`src/rtl/multicycle_ctrl.sv`:
```
// rtl/multicycle_ctrl.sv - multi-cycle RV32I sequencer: state machine, strobes, selects, retire/halt/illegal status
// Outputs decode combinationally from the state register and the live opcode field.
module multicycle_ctrl #(
  parameter int MEM_LATENCY = 1
) (
  input  logic        clk,
  input  logic        rst_n,
  input  logic        run,
  input  logic [6:0]  opcode,
  input  logic        take_branch,
  output logic        ir_en,
  output logic        pc_en,
  output logic [1:0]  pc_src,
  output logic        mem_addr_sel,
  output logic        mem_write,
  output logic        reg_write,
  output logic [1:0]  wb_sel,
  output logic        alu_a_sel,
  output logic        alu_b_sel,
  output logic [31:0] instret,
  output logic        halted,
  output logic        illegal,
  output logic [3:0]  state_o
);

  typedef enum logic [3:0] {
    S_FETCH      = 4'd0,
    S_FETCH_WAIT = 4'd1,
    S_DECODE     = 4'd2,
    S_EXECUTE    = 4'd3,
    S_MEM        = 4'd4,
    S_MEM_WAIT   = 4'd5,
    S_WRITEBACK  = 4'd6,
    S_HALT       = 4'd7,
    S_TRAP       = 4'd8
  } state_t;

  localparam logic [6:0] OP_LUI    = 7'b0110111;
  localparam logic [6:0] OP_AUIPC  = 7'b0010111;
  localparam logic [6:0] OP_JAL    = 7'b1101111;
  localparam logic [6:0] OP_JALR   = 7'b1100111;
  localparam logic [6:0] OP_BRANCH = 7'b1100011;
  localparam logic [6:0] OP_LOAD   = 7'b0000011;
  localparam logic [6:0] OP_STORE  = 7'b0100011;
  localparam logic [6:0] OP_IMM    = 7'b0010011;
  localparam logic [6:0] OP_OP     = 7'b0110011;
  localparam logic [6:0] OP_SYSTEM = 7'b1110011;

  localparam logic [1:0] LAT_M1 = 2'(MEM_LATENCY - 1);

  state_t      r_state;
  logic [1:0]  r_cnt;
  logic [31:0] r_instret;
  logic        r_halted;
  logic        r_illegal;
  logic        w_known;

  always_comb begin
    case (opcode)
      OP_LUI, OP_AUIPC, OP_JAL, OP_JALR, OP_BRANCH,
      OP_LOAD, OP_STORE, OP_IMM, OP_OP: w_known = 1'b1;
      default:                          w_known = 1'b0;
    endcase
  end

  always_ff @(posedge clk or negedge rst_n) begin
    if (!rst_n) begin
      r_state   <= S_FETCH;
      r_cnt     <= 2'd0;
      r_instret <= 32'd0;
      r_halted  <= 1'b0;
      r_illegal <= 1'b0;
    end else begin
      if (pc_en) r_instret <= r_instret + 32'd1;
      case (r_state)
        S_FETCH: if (run) begin
          r_state <= S_FETCH_WAIT;
          r_cnt   <= LAT_M1;
        end
        S_FETCH_WAIT: begin
          if (r_cnt == 2'd0) r_state <= S_DECODE;
          else               r_cnt   <= r_cnt - 2'd1;
        end
        S_DECODE: begin
          if (opcode == OP_SYSTEM) begin
            r_state  <= S_HALT;
            r_halted <= 1'b1;
          end else if (w_known) begin
            r_state <= S_EXECUTE;
          end else begin
            r_state   <= S_TRAP;
            r_illegal <= 1'b1;
          end
        end
        S_EXECUTE: begin
          if (opcode == OP_BRANCH)                           r_state <= S_FETCH;
          else if (opcode == OP_LOAD || opcode == OP_STORE)  r_state <= S_MEM;
          else                                               r_state <= S_WRITEBACK;
        end
        S_MEM: begin
          if (opcode == OP_LOAD) begin
            r_state <= S_MEM_WAIT;
            r_cnt   <= LAT_M1;
          end else begin
            r_state <= S_FETCH;
          end
        end
        S_MEM_WAIT: begin
          if (r_cnt == 2'd0) r_state <= S_WRITEBACK;
          else               r_cnt   <= r_cnt - 2'd1;
        end
        S_WRITEBACK: r_state <= S_FETCH;
        S_HALT:      r_state <= S_HALT;
        S_TRAP:      r_state <= S_TRAP;
        default:     r_state <= S_FETCH;
      endcase
    end
  end

  // Strobes exist only in the states that own them; every other state drives all zeros.
  always_comb begin
    ir_en        = 1'b0;
    pc_en        = 1'b0;
    pc_src       = 2'b00;
    mem_addr_sel = 1'b0;
    mem_write    = 1'b0;
    reg_write    = 1'b0;
    wb_sel       = 2'b00;
    alu_a_sel    = 1'b0;
    alu_b_sel    = 1'b0;
    case (r_state)
      S_FETCH_WAIT: ir_en = (r_cnt == 2'd0);
      S_EXECUTE: begin
        alu_b_sel = !(opcode == OP_OP || opcode == OP_BRANCH);
        alu_a_sel = (opcode == OP_AUIPC);
        if (opcode == OP_BRANCH) begin
          pc_en  = 1'b1;
          pc_src = take_branch ? 2'b01 : 2'b00;
        end
      end
      S_MEM: begin
        mem_addr_sel = 1'b1;
        if (opcode == OP_STORE) begin
          mem_write = 1'b1;
          pc_en     = 1'b1;
        end
      end
      S_MEM_WAIT: mem_addr_sel = 1'b1;
      S_WRITEBACK: begin
        reg_write = 1'b1;
        pc_en     = 1'b1;
        case (opcode)
          OP_LOAD:         wb_sel = 2'b01;
          OP_JAL, OP_JALR: wb_sel = 2'b10;
          OP_LUI:          wb_sel = 2'b11;
          default:         wb_sel = 2'b00;
        endcase
        if (opcode == OP_JAL)       pc_src = 2'b01;
        else if (opcode == OP_JALR) pc_src = 2'b10;
      end
      default: ;
    endcase
  end

  assign instret = r_instret;
  assign halted  = r_halted;
  assign illegal = r_illegal;
  assign state_o = r_state;

endmodule
```
`config.mk`:
```
export PLATFORM = sky130hd
export DESIGN_NAME = multicycle_ctrl
export DESIGN_NICKNAME = d
export VERILOG_FILES = /design/src/rtl/multicycle_ctrl.sv
export SDC_FILE = /design/constraint.sdc
export NUM_CORES = 1
export LEC_CHECK = 0
export BUFFER_PORTS_ARGS = -buffer_cell sky130_fd_sc_hd__buf_4
export CAP_MARGIN = 25
export CORE_MARGIN = 2
export CORE_UTILIZATION = 56
export CTS_CLUSTER_SIZE = 12
export DETAILED_ROUTE_END_ITERATION = 12
export HOLD_SLACK_MARGIN = 0.15
export PLACE_DENSITY_LB_ADDON = 0.15
export SETUP_SLACK_MARGIN = 0.5
export SLEW_MARGIN = 20
export SYNTH_ARGS = -nofsm -noshare
export SYNTH_HDL_FRONTEND = slang
export SYNTH_SLANG_ARGS = --single-unit
export TNS_END_PERCENT = 20
```
`constraint.sdc`:
```
create_clock -name clk -period 2.9 [get_ports clk]
set_input_delay 0.58 -clock clk [delete_from_list [all_inputs] [get_ports clk]]
set_output_delay 0.58 -clock clk [all_outputs]
set_load 0.05 [all_outputs]
```
* Word level (Yosys, flattened, before mapping)
Cells that the tools add are included. W data, S select, Z words.
Word-level totals: bits in writable memories 0, memories kept 0, word-level logic and storage cells 76, ROM bits 0, flip-flop bits (word level) 40, bits in latches 0, output and inout bits 49
Cells by class: $lt $le $gt $ge 0, bitwise gates (word level) 2, shift-type cells 0, mux-type cells 30, divide/modulo/power cells 0, reduce and logical (&&, ||, !) cells 14, equality and inequality tests 23, multiply operators 0, add/sub/neg operators 2
Operator list (count):
- $add A32 B1 Y32 const B | 1
- $pmux W4 S8 | 1
- $eq A7 B7 Y1 const B | 4
- $eq A7 B6 Y1 const B | 3
- $mux W4 | 5
- $eq A4 B3 Y1 const B | 4
- $eq A7 B5 Y1 const B | 2
- $mux W2 | 7
- $pmux W2 S3 | 2
- $mux W1 | 11
- $ne A2 B2 Y1 const B | 5
- $reduce_or A9 Y1 | 1
- $eq A4 B2 Y1 const B | 2
- $eq A7 B2 Y1 const B | 1
- $mux W3 | 2
- $reduce_and A3 Y1 | 2
- $reduce_or A2 Y1 | 3
- $eq A4 B1 Y1 const B | 1
- $eq A4 B4 Y1 const B | 1
- $logic_not A4 Y1 | 1
- $pmux W2 S2 | 1
- $reduce_and A4 Y1 | 1
- $pmux W1 S3 | 1
- $reduce_bool A3 Y1 | 1
- other kinds (6) | 8

* Logic depth before layout (Yosys ltp)
Gate-level depths: netlist of run 1.
depth after elaboration 6, gate-level depth with buffers 7

* Worst setup path after synthesis of run 1
OpenSTA, ideal clock, no wires.
kind register to output, start point reg r_state[0], in the netlist state_o[0], end point out alu_a_sel, stages on the path, launching flop included 6, path buffers 1, data arrival time 2.962 ns, setup slack -0.642 ns, cells stage by stage dfrtp_1 clkbuf_1 nand2_1 nor3_1 nand2_1 nor4b_1
Between the ends: cells in the longest elaborated chain, start to end 2
RTL lines:
- start: declaration | RTL line 51 | state_t r_state;
- start signal: assignment | RTL line 68 | r_state <= S_FETCH;
- start signal: assignment | RTL line 77 | r_state <= S_FETCH_WAIT;
- start signal: assignment | RTL line 81 | if (r_cnt == 2'd0) r_state <= S_DECODE;
- $eq A4 B2 Y1 | RTL line 131 | case (r_state)
- $mux W1 | RTL line 131
- end: declaration | RTL line 18 | output logic alu_a_sel,
Every way passes these cells.

* Worst setup path in the final report of run 1
start point reg r_state[3], in the netlist state_o[3], end point out alu_a_sel
Same word-level chain as after synthesis.

==> metrics.md, run 1 <==
| Metric | Value |
|---|---|
| Status | `completed` |
| DR WL/cell | `approximately 16 um` |
| Final Hold Fails | `0` |
| Fillers | `between 200 and 300` |
| Slew headroom | `66.9%` |
| H-Tree Depth | `2` |
| DR vias/cell | `between 5 and 6` |
| Total GRT Usage | `between 20% and 30%` |
| Final setup viols | `0` |
| WL final | `5.77 mm` |
| Internal Pwr Total | `slightly above 1 mW` |
| First-pass GRT wire length | `8.63 mm` |
| Clk_lat worst skew | `about 300 ps` |
| Crit-path slowest cell | `dfrtp_2` |
| Post-layout minimum cycle time | `around 2400 ps` |
| Bufs on Longest Clock Path | `2` |
| Crit share post-route | `between 80 and 90%` |
| Ys Warns | `0` |
| Leak pwr | `1.24 nW` |
| Async set-or-reset flop fraction in the synthesized netlist | `100%` |
| Final Slew Violations | `0` |
| Number of antenna violations at the first check in global routing | `0` |
| Crit-path cells | `inv_4 > nand2_2 > nor3_2 > nand2_1 > nor4b_4 > buf_6` |
| Clock power share | `approximately 22%` |
| Synthesized area | `approximately 2200 sq um` |
| Post-synth top flop | `dfrtp_1` |
| Post-Syn Area per Cell | `around 9.5 sq um` |
| ANT nets after route | `0` |
| Power per cell area | `~560 nW/um^2` |
| Number of global-route vias before repair | `1874` |
| CTS hold repair buffers | `0` |
| Ports | `60` |
| Worst-path fanout max | `6` |
| TNS Setup | `0 ps` |
| Detailed Route Iter0 Violations | `roughly 190` |
| RSZ-0062 raised after global routing | `yes` |
| Largest net degree at the start of global routing | `41` |
| Area occupied by multi-input gates | `1250 sq um` |
| Hold WC Path Type | `in -> async` |
| Mapped Nets | `~250` |
| Most common cell after layout, fill and taps aside | `buf_4` |
| Post-synthesis sequential area ratio | `approximately 45%` |
| Storage cell area | `just over 1000 sq um` |
| Switching Share | `between 40 and 50%` |
| Inserted Clock Buffers | `5` |
| Die height | `~67 um` |
| Sequential group share of total power | `39.4%` |
| Drt first pass iters | `4` |
| CP Class | `reg -> out` |
| Layout area overhead | `35.6%` |
| Max frequency | `approximately 420 MHz` |
| Site row count | `22` |
| Chip width | `67.0 um` |
| Core region area | `around 3700 sq um` |
| Clock skew | `roughly 18 ps` |
| Slew @ Worst Pin | `a little under 500 ps` |
| Most frequent cells in the layout | `buf_4 (72), dfrtp_1 (36), nand2_1 (27)` |
| CP max stage delay | `490 ps` |
| Vias post-DR | `2069` |
| Fraction of layout cells with a size suffix above 1 | `between 30 and 40%` |
| Gpl congestion | `0.909` |
| Max_cap viols | `0` |
| CTS tree | `done` |
| Worst setup EP type | `output port` |
| EDFF count, synth | `0` |
| Worst Path Arrival | `between 1500 and 2000 ps` |
| Logic pwr share | `39.0%` |
| Cell variety after synth | `between 40 and 50` |
| Final #Nets | `322` |
| PortBufs | `59` |
| Synthesis-stage register bit count | `40` |
| Clock root cell | `clkbuf_8` |
| Sink Count | `40` |
| CTS clock-pin slew for the worst setup and hold paths | `90 ps` |
| DRC Markers | `0` |
| WP data required | `around 2300 ps` |
| Final Cell Area | `about 3000 sq um` |
| Post-Synthesis Cells | `about 240` |
| Worst IR drop on VDD | `between 400 and 500 uV` |
| Die area | `about 4500 sq um` |
| GRT Residual Overflow | `0` |
| Worst setup SP type | `flip-flop` |
| Starting Density | `59.5%` |
| Antenna cells | `0` |
| Dpl cell area | `~2800 sq um` |
| Psw | `between 0.6 and 0.7 mW` |
| Dpl hpwl | `~3.7 mm` |
-- cells by family (layout without fill, tap and decap cells) --
family          after synthesis  in the layout  share of synthesized area [%]
buf+inv                      17             92                           3.15
xor+xnor                     31             31                           12.2
simple gates                113            113                           28.6
fa+ha+maj                     2              2                           1.12
compound gates               31             31                           9.50
mux                           1              1                          0.506
flops                        40             40                           45.0
-- area by class of cell --
cell class                 count  share of cell area, %
timing repair buffer          75                   19.0
sequential                    40                   33.3
tap                           48                   1.99
clock inverter                 2                  0.414
multi-input combinational    178                   41.5
clock buffer                   6                   2.40
inverter                       9                   1.33
-- per-stage QoR --
step	instances	setup WS, ps	power [mW]	hold WS (ps)	utilization [%]
after floorplan	235	280	1.03	284	-
after global placement	334	407	1.17	448	73.5
after detailed placement	334	388	1.18	451	73.5
after CTS	348	498	1.61	260	78.2
after global routing	358	441	1.76	278	80.6
final	358	521	1.69	239	80.6
-- synth_stat cells, drive strengths merged (5+ instances only) --
library cell	count	area, sq um
nand4	11	75.1
dfrtp	40	1000
nor2	12	45.0
nand2	28	105
clkbuf	5	18.8
nand3	18	95.1
o21ai	8	40.0
nor3	15	95.1
inv	9	33.8
a21oi	8	47.6
xnor2	18	158
nor2b	5	31.3
and3	5	31.3
xor2	13	114
-- worst max-delay path: cells and delay by family (launching register included) --
family,cells,cell delay (ps)
flops,1,490
buf+inv,2,310
simple gates,4,690
-- power groups by stage --
stage	logic [mW]	clock network [mW]	registers, mW
2_1_floorplan	0.263	0	0.770
3_3_place_gp	0.480	0	0.692
3_5_place_dp	0.483	0	0.693
4_1_cts	0.577	0.366	0.664
5_1_grt	0.697	0.393	0.670
6_report	0.661	0.366	0.667
-- worst paths after layout --
kind	start	end	slack (ps)	cells past startpoint
worst max-delay path	state_o[3]	alu_a_sel	520	6
worst min-delay path	rst_n	state_o[3]	240	1
worst max register to register	state_o[1]	instret[19]	880	6
worst min register to register	halted	halted	470	1
max in group asynchronous	rst_n	instret[2]	2290	1
min in group clk	halted	halted	470	1
-- layer usage --
metal / up-vias / wire length [um] / track usage [%]
met3: 9 / 300 / 4.39
met2: 69 / 2840 / 39.2
met4: 0 / 74 / 8.67
met5: - / 0 / 0
met1: 1019 / 2550 / 35.4
li1: 972 / - / -
-- sequential cells by signal, indices dropped and copies added (netlist names) --
register / cells
instret: 32
state_o: 4
r_cnt: 2
halted: 1
illegal: 1
-- repair_timing --
| action | in CTS | in global routing |
|---|---|---|
| pin swaps | 0 | 6 |
| resized for setup | 11 | 5 |
| setup buffers | 6 | 10 |
| setup endpoints to repair | 6 | 5 |
No activity file was read; power rests on OpenSTA's default activity.
==> run 2: changes to the inputs <==
ABC_AREA = 1   (was not set)
CORE_UTILIZATION = 55   (was 56)
clock period = 2.3 ns   (was 2.9 ns; I/O delays follow)
==> run 2 against run 1 <==
  * Clock power rose by 33%
  * Critical path depth fell by 1
  * Power rose by 37%
  * Clock-buffer cell count rose by 2
  * Sequential power rose by 26%
  * Routed wire length rose by 17%
  * Non-clock buffer count fell by 5
  * Sequential share of layout area fell by 4.8 points
  * Design area rose by 17%
  * Synthesized area rose by 20%
  * Critical path type unchanged
==> metrics.md, run 2 <==
| Metric | Value |
|---|---|
| Status | `completed` |
| Drt first pass iters | `5` |
| Layout area overhead | `31.5%` |
| Reg-to-Reg End | `instret[7]` |
| Count leader, synth | `nand2_1` |
| Detailed Route Iter0 Violations | `184` |
| Async set-or-reset flop fraction in the synthesized netlist | `between 90% and 100%` |
| Yosys top cell by area | `dfrtp_1` |
| GRT Residual Overflow | `0` |
| Clk_lat worst skew | `290 ps` |
| EDFF count, synth | `0` |
| Post-synth top flop | `dfrtp_1` |
| Worst IR drop on VDD | `roughly 640 uV` |
| CTS clock-pin slew for the worst setup and hold paths | `80 ps` |
| Pre-CTS setup slack | `roughly 280 ps` |
| Post-synthesis sequential area ratio | `a little under two fifths` |
| Mapped Nets | `just under 400` |
| Worst-path fanout max | `5` |
| Dpl hpwl | `slightly above 5 mm` |
| Psw | `between 0.9 and 1 mW` |
| Worst setup EP type | `output port` |
| Logic pwr share | `between 40% and 50%` |
| First-pass GRT wire length | `about 11 mm` |
| Ys Warns | `0` |
| Chip width | `roughly 74 um` |
| Antenna cells | `0` |
| Post-Syn Area per Cell | `around 7 sq um` |
| Max frequency | `~500 MHz` |
| RSZ-0062 raised after global routing | `yes` |
| Final setup viols | `0` |
| DRC Markers | `0` |
| PortBufs | `59` |
| Final setup margin | `between 300 and 400 ps` |
| Synth top area cells | `dfrtp_1 (37%), nand2_1 (18%), inv_1 (7.0%)` |
| Core region area | `roughly 4700 sq um` |
| Final Hold Fails | `0` |
| WP data required | `around 1800 ps` |
| Clock root cell | `clkbuf_8` |
| Die area | `roughly 5400 sq um` |
| Final #Nets | `469` |
| Fraction of layout cells with a size suffix above 1 | `between 20 and 30%` |
| Slew headroom | `roughly 66%` |
| Clock power share | `between 20% and 30%` |
| DR WL/cell | `between 10 and 15 um` |
| CP endpoint | `pc_src[0]` |
| H-Tree Depth | `2` |
| Worst setup SP type | `flip-flop` |
| Starting Density | `between 50% and 60%` |
| CP Class | `reg -> out` |
| Crit share post-route | `just under 90%` |
| Total GRT Usage | `between 20% and 30%` |
| Sequential group share of total power | `36.0%` |
| Reg-to-Reg Start | `state_o[1]` |
| Clock skew | `between 6 and 7 ps` |
| Ports | `60` |
| Worst Setup SP | `state_o[1]` |
| Synthesis-stage register bit count | `40` |
| Slew @ Worst Pin | `between 500 and 600 ps` |
| Area fraction of the dominant cell type after synthesis | `between 30% and 40%` |
| ANT nets after route | `0` |
| Post-Synthesis Cells | `383` |
| Largest net degree at the start of global routing | `slightly above 40` |
| Site row count | `25` |
| Worst Path Arrival | `approximately 1500 ps` |
| TNS Setup | `0 ps` |
| DR vias/cell | `slightly above 5` |
| Number of antenna violations at the first check in global routing | `0` |
| Final Slew Violations | `0` |
| Number of flip-flops in the largest register | `32` |
| CTS tree | `done` |
| Cell variety after synth | `29` |
| Inserted Clock Buffers | `5` |
| Post-layout minimum cycle time | `about 2000 ps` |
| Hold WC Path Type | `in -> async` |
| CTS hold repair buffers | `0` |
| Number of global-route vias before repair | `roughly 2500` |
| Gpl congestion | `slightly above 0.9` |
| Die height | `around 74 um` |
| Leak pwr | `approximately 1.7 nW` |
| R2R setup slack | `420 ps` |
| Most frequent cells in the layout | `nand2_1 (122), buf_4 (62), inv_1 (41), nor2_1 (41), dfrtp_1 (36)` |
| R2R cell count | `9` |
| Fillers | `about 380` |
| Vias post-DR | `~2700` |
| Power per cell area | `approximately 660 nW/um^2` |
| Max_cap viols | `0` |
| Sink Count | `40` |
| Switching Share | `about 43%` |
| Internal Pwr Total | `1.34 mW` |
| Commonest cells in the netlist | `nand2_1 (128), inv_1 (50), nor2_1 (45)` |
| Most common cell after layout, fill and taps aside | `nand2_1` |
| WL final | `approximately 6.7 mm` |
| Synthesized area | `between 2000 and 3000 sq um` |
| Bufs on Longest Clock Path | `2` |
## run 2: worst min-delay path by stage
stage                        endpoint  cells past startpoint     from
after global placement        illegal                      2  illegal
after global routing       instret[6]                      1    rst_n
final                     instret[13]                      1    rst_n
after detailed placement      illegal                      2  illegal
after CTS                 instret[13]                      1    rst_n
after floorplan                halted                      0    rst_n
## run 2: final cells by class
class                           count  area (sq um)  area share [%]
Multi-Input combinational cell    285          1560            44.4
Sequential cell                    40          1010            28.5
Timing Repair Buffer               70           567            16.1
Inverter                           54           214            6.07
Clock buffer                        8          90.1            2.56
Tap cell                           67          83.8            2.38
## run 2: metrics by stage
stage	cell area, sq um	util (%)	power, mW	hold slack (ps)	cells
floorplan	2770	-	1.48	164	383
global placement	3270	69.3	1.69	449	508
detailed placement	3270	69.3	1.72	452	508
CTS	3430	72.6	2.26	155	522
global route	3520	74.6	2.46	181	524
finish	3520	74.6	2.33	135	524
## run 2: per-layer routing
metal / vias to the layer above / track usage, % / routed length (um) / part of all wire (%)
li1: 1360 / - / - / -
met2: 87 / 41.3 / 3240 / 48
met5: - / 0 / 0 / 0
met1: 1255 / 36.8 / 3040 / 45
met4: 0 / 5.45 / 51 / 0.76
met3: 8 / 4.39 / 413 / 6.1
## run 2: logic make-up after synthesis
kind of cell / share of synthesized area, %
DFF: 37.3
AOI/OAI and AO/OA: 4.11
adders and majority gates: 0.934
and+or+nand+nor: 41.7
xor gates and xnor gates: 6.68
buffers and inverters: 9.24
## run 2: worst max-delay path, cell delays in order, from the launching register on
cell	delay (ps)
dfrtp_2	430
inv_4	70
nor3_4	260
nand3_2	160
o21ai_4	150
buf_6	170
## run 2: power by group through the flow
stage / logic [mW] / clock network [mW] / registers (mW)
floorplan: 0.474 / 0 / 1.01
global placement: 0.836 / 0 / 0.853
detailed placement: 0.862 / 0 / 0.856
CTS: 0.935 / 0.489 / 0.835
global route: 1.09 / 0.519 / 0.846
finish: 1.00 / 0.485 / 0.839
## run 2: repair_timing
| action | CTS | global route |
|---|---|---|
| endpoints found under the hold margin | 0 | 0 |
| setup endpoints to repair | 10 | 37 |
| setup buffers | 6 | 2 |
| pin swaps | 3 | 3 |
| resized for setup | 5 | 24 |
